### config.mk
export PLATFORM = sky130hd
export DESIGN_NAME = div_datapath
export DESIGN_NICKNAME = d
export VERILOG_FILES = /design/src/rtl/div_datapath_pkg.sv /design/src/rtl/div_addsub.sv /design/src/rtl/div_datapath.sv
export SDC_FILE = /design/constraint.sdc
export NUM_CORES = 1
export LEC_CHECK = 0
export CAP_MARGIN = 20
export CORE_MARGIN = 2
export CORE_UTILIZATION = 30
export DETAILED_ROUTE_END_ITERATION = 7
export SYNTH_ARGS = -nofsm -noshare
export SYNTH_HDL_FRONTEND = slang
export SYNTH_SLANG_ARGS = --single-unit
### constraint.sdc
create_clock -name clk -period 2.8 [get_ports clk]
set_input_delay 0.56 -clock clk [delete_from_list [all_inputs] [get_ports clk]]
set_output_delay 0.56 -clock clk [all_outputs]
set_load 0.01 [all_outputs]
### src/rtl/div_datapath_pkg.sv
// Shared definitions for the 16-bit restoring divider: default operand width
// and the adder operand-select encodings used by controller and datapath.
package div_datapath_pkg;

    localparam int DIV_N = 16;

    typedef enum logic [1:0] {
        SEL_SUB  = 2'b00,
        SEL_ADD  = 2'b01,
        SEL_ZERO = 2'b10,
        SEL_RSVD = 2'b11
    } sel_e;

endpackage

### src/rtl/div_addsub.sv
// Combinational remainder adder: R_out = R_in + opnd(sel), evaluated at W+2
// bits with the divisor zero-extended, then truncated back to W+1 bits.
module div_addsub
    import div_datapath_pkg::*;
#(
    parameter int W = DIV_N
) (
    input  logic [W:0]   r_in,
    input  logic [W-1:0] d,
    input  logic [1:0]   sel,
    output logic [W:0]   r_out
);

    logic [W+1:0] opnd;
    logic [W+1:0] sum;
    logic         unused_carry;

    // NOTE: every signal driven here gets a default first, so no path leaves it unassigned and no latch is inferred.
    always_comb begin
        opnd = '0;
        case (sel_e'(sel))
            SEL_SUB: opnd = -{2'b00, d};
            SEL_ADD: opnd = {2'b00, d};
            default: opnd = '0;    // SEL_RSVD deliberately aliases SEL_ZERO
        endcase
        sum = {r_in[W], r_in} + opnd;
    end

    assign r_out        = sum[W:0];
    assign unused_carry = sum[W+1];

endmodule

### src/rtl/div_datapath.sv
// Restoring-divider datapath: R/Q/D registers driven by controller strobes,
// plus holding registers that capture the final quotient and remainder.
module div_datapath
    import div_datapath_pkg::*;
#(
    parameter int N = DIV_N
) (
    input  logic         clk,
    input  logic         reset,
    input  logic         load,
    input  logic         add,
    input  logic         shift,
    input  logic         inbit,
    input  logic [1:0]   sel,
    input  logic         valid,
    input  logic [N-1:0] dividend,
    input  logic [N-1:0] divisor,
    output logic         sign,
    output logic [N-1:0] quotient,
    output logic [N-1:0] remainder,
    output logic         done
);

    logic [N:0]   r_q, r_d, r_shift, alu_in, alu_out;
    logic [N-1:0] q_q, q_d, d_q, d_d;
    logic [N-1:0] quot_q, quot_d, rem_q, rem_d;
    logic         done_q, done_d;

    // The adder sees the shifted remainder when shift and add coincide.
    assign r_shift = {r_q[N-1:0], q_q[N-1]};
    assign alu_in  = shift ? r_shift : r_q;

    div_addsub #(.W(N)) u_addsub (
        .r_in  (alu_in),
        .d     (d_q),
        .sel   (sel),
        .r_out (alu_out)
    );

    always_comb begin
        r_d    = r_q;
        q_d    = q_q;
        d_d    = d_q;
        if (load) begin
            r_d = '0;
            q_d = dividend;
            d_d = divisor;
        end else if (shift) begin
            r_d = add ? alu_out : r_shift;
            q_d = {q_q[N-2:0], inbit};
        end else if (add) begin
            r_d = alu_out;
            q_d = {q_q[N-1:1], inbit};
        end

        // Capture reads the pre-update R/Q, so a coincident strobe does not leak in.
        quot_d = valid ? q_q : quot_q;
        rem_d  = valid ? r_q[N-1:0] : rem_q;
        done_d = valid;
    end

    // NOTE: state registers use non-blocking assignments so every flop samples the pre-edge values.
    always_ff @(posedge clk) begin
        if (reset) begin
            r_q    <= '0;
            q_q    <= '0;
            d_q    <= '0;
            quot_q <= '0;
            rem_q  <= '0;
            done_q <= 1'b0;
        end else begin
            r_q    <= r_d;
            q_q    <= q_d;
            d_q    <= d_d;
            quot_q <= quot_d;
            rem_q  <= rem_d;
            done_q <= done_d;
        end
    end

    assign sign      = r_q[N];
    assign quotient  = quot_q;
    assign remainder = rem_q;
    assign done      = done_q;

endmodule

==> summary.txt <==
Run status
  • Outcome: finished, violations left
  • Failing checks: setup timing

Worst setup path
  • CP Cell Sequence: nor4_4 -> buf_4 -> nand3b_4 -> nor3_2 -> nor2_1 -> xnor2_1 -> nor2_1 -> ha_1 -> a21o_1 -> a21oi_2 -> o2111a_1 -> a22oi_2 -> mux2i_1 -> mux2i_1
  • Critical path type: flop to flop
  • Startpoint Class: flop
  • Worst path max stage delay: 0.33 ns
  • Critical Path Fanout Max: 3
  • Worst path top cell family by delay: simple AND/OR/NAND/NOR gates
  • Worst path slowest cell: dfxtp_2
  • CP bufs+invs: 1
  • Data arrival time of the worst path: 3.17 ns
  • Worst EP required: 3.08 ns
  • Reg2Reg Capture Point: r_q[16]
  • Crit end category: flop
  • Reg2Reg Setup Slack: -0.09 ns
  • R2r worst-path depth: 14
  • Reg2Reg Launch Point: d_q[5]

Routing
  • WL per Instance: 13.64 um
  • DRT antenna net count: 0
  • DRC Markers: 0
  • Via density: 4.804
  • DRT iter0 DRCs: 136
  • Post-Route WL: 11300 um
  • DR vias: 3978
  • First drt pass iteration count: 4

Power and ir drop
  • Pwr Total: 3.051 mW
  • Switching share of total power: 28.52%
  • Power Internal: 2.181 mW
  • Leak: 2.704 nW
  • Cell area power density: 482.9 nW/um^2
  • Clock power share: 36.7%
  • Switching pwr: 0.8702 mW
  • Seq pwr share: 41.1%
  • Max VDD drop: 211.0 uV
  • Comb pwr share: 22.2%

Worst hold path
  • HP Class: primary input to flop
  • Hold_sp: reset
  • Hold path cells: 2
  • Endpoint, Worst Hold: quotient[15]

Logic synthesis
  • FF+latch count, synth: 82
  • Sequential element share of the synthesized area: 36.76%
  • EDFF count, synth: 0
  • Syn Area/Cell: 8.705 um^2
  • Post-synthesis cell type count: 48
  • Post-Syn Nets: 572
  • Yosys synthesis warning count: 0
  • Async S/R FF share, synth: 0%
  • Synth Flop Type: dfxtp_1
  • Mapped Area: 4466 um^2
  • Mapped Cells: 513

Placement
  • HPWL after DPL: 8288 um
  • Routability cong.: 0.8517
  • DP Area: 5736 um^2
  • Count of input and output buffers: 74
  • Setup WS pre-CTS: -0.5677 ns

STA
  • Final setup vio count: 5
  • Unrepaired setup endpoints after global routing: yes
  • Setup tns final: -0.3671 ns
  • Worst-case clock skew: 0.008540 ns
  • Slew Limit Fails: 0
  • Worst-margin pin slew: 0.6713 ns
  • Max Fclk: 345.6 MHz
  • Post-route minimum period: 2.893 ns
  • Tcrit/Tclk final: 103.3%
  • Max-slew headroom: 55.24%
  • Final WS setup: -0.09313 ns
  • Final Hold Violating Endpoints: 0

CTS
  • Num CTS Buffers: 9
  • Quantity of hold-fixing buffers added after cts: 0
  • Htree depth: 3
  • CTS max path bufs: 2
  • Clk sinks: 82
  • Root buffer selected by CTS: clkbuf_16
  • CTS clk-pin slew, worst paths: 0.07 ns
  • Clk Latency, worst-skew pair: 0.34 ns
  • CTS tree: built

Final layout
  • Commonest non-fill, non-tap cell in the layout: nor2_1
  • Fin util: 43.47%
  • Final Cell Area: 6317 um^2
  • Area Growth Syn to Fin: 41.47%
  • Layout fillers: 1453
  • Layout cells sized above 1: 23.45%
  • Ant. Diodes: 0
  • Final net count: 698
  • Most frequent cells in the layout: nor2_1, dfxtp_1, clkdlybuf4s50_1, buf_4, mux2i_1

Global route
  • GRT Total Usage: 14.22%
  • Largest net degree at the start of global routing: 65
  • First-pass GRT wire length: 18610 um
  • Initial antenna violation count: 0
  • Vias in the first global route: 3729
  • Remaining Overflow, GRT: 0

Floorplan
  • I/O pin count: 75
  • Row count: 44
  • Die ar.: 15880 um^2
  • Core area: 14530 um^2
  • Die Width: 126.0 um
  • Initial Utilization: 30.72%
  • Die height: 126.0 um

Job
  • Max Cap Viol: 0
## cell usage after synthesis, drive strengths merged (4+ instances only)
library cell | number | share of area [%]
a31oi | 4 | 0.56
o211ai | 4 | 0.67
nor2 | 121 | 10
mux2 | 17 | 4.3
or3 | 4 | 0.56
clkbuf | 15 | 1.3
buf | 16 | 1.9
o21ai | 12 | 1.3
nor3 | 8 | 0.90
dfxtp | 82 | 37
a21o | 5 | 0.84
nand2 | 20 | 1.7
a21oi | 44 | 4.9
nand2b | 4 | 0.56
ha | 17 | 4.8
mux2i | 67 | 15
xor2 | 6 | 1.2
a211oi | 10 | 1.7
inv | 10 | 0.84
xnor2 | 13 | 2.5
## final cells by class
class                           instances  area [um^2]  area share [%]
Sequential cell                        82         1644           26.03
Clock buffer                            9        225.2           3.565
Inverter                               10        37.54          0.5942
Timing Repair Buffer                  146         1271           20.12
Multi-Input combinational cell        390         2855           45.20
Clock inverter                          7        53.80          0.8517
Tap cell                              184        230.2           3.644
## power by group through the flow
stage | clock network [mW] | registers, mW | logic, mW
4_1_cts | 1.16 | 1.25 | 0.617
2_1_floorplan | 0 | 1.28 | 0.350
3_5_place_dp | 0 | 1.28 | 0.599
6_report | 1.12 | 1.25 | 0.678
3_3_place_gp | 0 | 1.28 | 0.590
5_1_grt | 1.20 | 1.26 | 0.743
## worst reg2reg max path, delay by kind of cell (launching register included)
family	cells	cell delay [ns]
AO/OA/AOI/OAI	4	0.70
XOR/XNOR	1	0.12
adder cells (fa/ha/maj)	1	0.24
flip-flops	1	0.33
multiplexers	2	0.43
AND/OR/NAND/NOR	5	0.83
buffers and inverters	1	0.19
## metal layers
layer  global-route usage [%]  vias to the layer above  part of all wire, %
met3                    2.719                       18                  2.8
met5                        0                        -                    0
met1                    19.65                     1856                   50
met2                    22.07                       61                   45
li1                         -                     2043                    -
met4                    5.236                        0                  2.1
## through the flow
stage / hold WS, ns / cells
after floorplan: 0.4768 / 513
after global placement: 0.4774 / 801
after detailed placement: 0.4823 / 801
after CTS: 0.4018 / 821
after global routing: 0.4208 / 828
final: 0.4174 / 828
## how the worst max path moves through the flow
stage / start / end / cells after the start
2_1_floorplan: shift / r_q[16] / 12
3_3_place_gp: sel[0] / r_q[15] / 12
3_5_place_dp: sel[0] / r_q[14] / 10
4_1_cts: d_q[2] / r_q[16] / 13
5_1_grt: d_q[5] / r_q[16] / 13
6_report: d_q[5] / r_q[16] / 14
## sequential cells by signal, indices dropped and copies added (netlist names)
register   cells
remainder     16
d_q           16
r_q           17
q_q           16
quotient      16
done           1
## cells by family after synthesis
group	Yosys count	synth area share (%)
flops	82	36.76
compound gates	91	12.78
xor+xnor	19	3.727
simple gates	178	18.18
mux	84	19.30
fa+ha+maj	18	5.211
buf+inv	41	4.034
## what timing repair did
item / in CTS / in global routing
resized for setup: 10 / 37
pin swaps: 9 / 41
setup buffers: 4 / 8
endpoints found under the setup margin: 10 / 8
Power figures use the tool's default switching activity.
==> RTL change: new RTL, config.mk and constraints unchanged <==
Set the package constant `DIV_N` to 17 (it was 16).
--- a/src/rtl/div_datapath_pkg.sv
+++ b/src/rtl/div_datapath_pkg.sv
@@ -3,5 +3,5 @@
 package div_datapath_pkg;
 
-    localparam int DIV_N = 16;
+    localparam int DIV_N = 17;
 
     typedef enum logic [1:0] {
Interface: changed (resized dividend, divisor, quotient and remainder); port bits go from 75 to 79. The function was not compared with the original's and may differ.
==> RTL change against the original RTL <==
The flow still finishes with violations (negative setup slack). Area after synthesis grew 4.6%. Clock skew fell by 2.1 ps. Routed wire length rose by 6.0%. Highest routed layer unchanged. Power up 7.2%. Final area is 5.7% higher. Via count rose by 3.1%. Count of clock-buffer cells in the layout increased by 2. Sequential cell count is 5 higher. First-iteration DRC count up 15%. Non-clock buffer count is 9 higher. Setup slack worse by 120 ps. Critical path type unchanged.
==> RTL change: results (changes against the original RTL) <==
Global Route Usage Sum=0.147 (+0.00453); multi-input gates=410 (+5.1%); PortBufs=78 (+5.4%); Synth cell types=46 (-4.2%); Filler Cell Count=1512 (+4.1%); Starting DRT DRC Count=157 (+15%); CLK BUF=11 (+2); FF/Latch Area=1750 sq um (+6.5%); largest cells by area after synthesis=dfxtp_1 37%, mux2i_1 15%, nor2_1 9.8%; Setup WS pre-CTS=-634 ps (-66.3 ps); VDD IR max=0.000280 V (+33%); Final Cell Area=6680 sq um (+5.7%); Seq cells post-synth=87 (+6.1%); CP max FO=4 (+1); placed cell count=839 (+4.7%); wl on met1=5890 microns (+4.9%); max reg flops=18 (+1); largest net degree at the start of global routing=70 (+7.7%); CP arrival=3250 ps (+80 ps); Worst Hold Slack=497 ps (+79.3 ps); commonest cells in the netlist=122 x nor2_1, 87 x dfxtp_1, 72 x mux2i_1; Seq/Total Area, Yosys=0.373 (+0.00518); met3 GRT Util=0.0225 (-0.00473); layout cell share with drive strength beyond 1=0.231 (-0.00370); Slowest Stage Delay on Critical Path=350 ps (+20 ps); run status=complete, but fails checks; first-pass GRT wire length=19400 microns (+4.2%); setup_tns=-680 ps (-313 ps); metal2 WL=5510 microns (+7.4%); final critical-path setup slack=-218 ps (-125 ps); met2 Track Usage GR=0.234 (+0.0136); grt met1 use=0.199 (+0.00218); failing checks=negative setup slack; Via Count=4100 (+3.1%); vias in the first global route=3868 (+3.7%); WHS Endpoint=remainder[6]; Clock-cell share=0.0457 (+0.00154); clk_skew=6.44 ps (-2.10 ps); Final setup viols=6 (+1)
-- RTL change: repair_timing --
item                                   in CTS  in global routing
gates resized for setup                    16                 29
endpoints found under the hold margin       0                  0
setup buffers                               6                  6
pin swaps                                  23                 20
setup endpoints to repair                  11                 11
-- RTL change: kinds of logic after synthesis --
logic type / share of synthesized area
and+or+nand+nor: 0.186
AOI/OAI and AO/OA: 0.118
muxes: 0.195
DFF: 0.373
buffers and inverters: 0.0340
xor gates and xnor gates: 0.0412
adders and majority gates: 0.0525
-- RTL change: power groups by stage --
stage / sequential (mW) / combinational [mW] / clock, mW
final: 1.34 / 0.697 / 1.24
after detailed placement: 1.36 / 0.652 / 0
after CTS: 1.34 / 0.676 / 1.27
after global placement: 1.36 / 0.642 / 0
after floorplan: 1.36 / 0.380 / 0
after global routing: 1.34 / 0.765 / 1.32
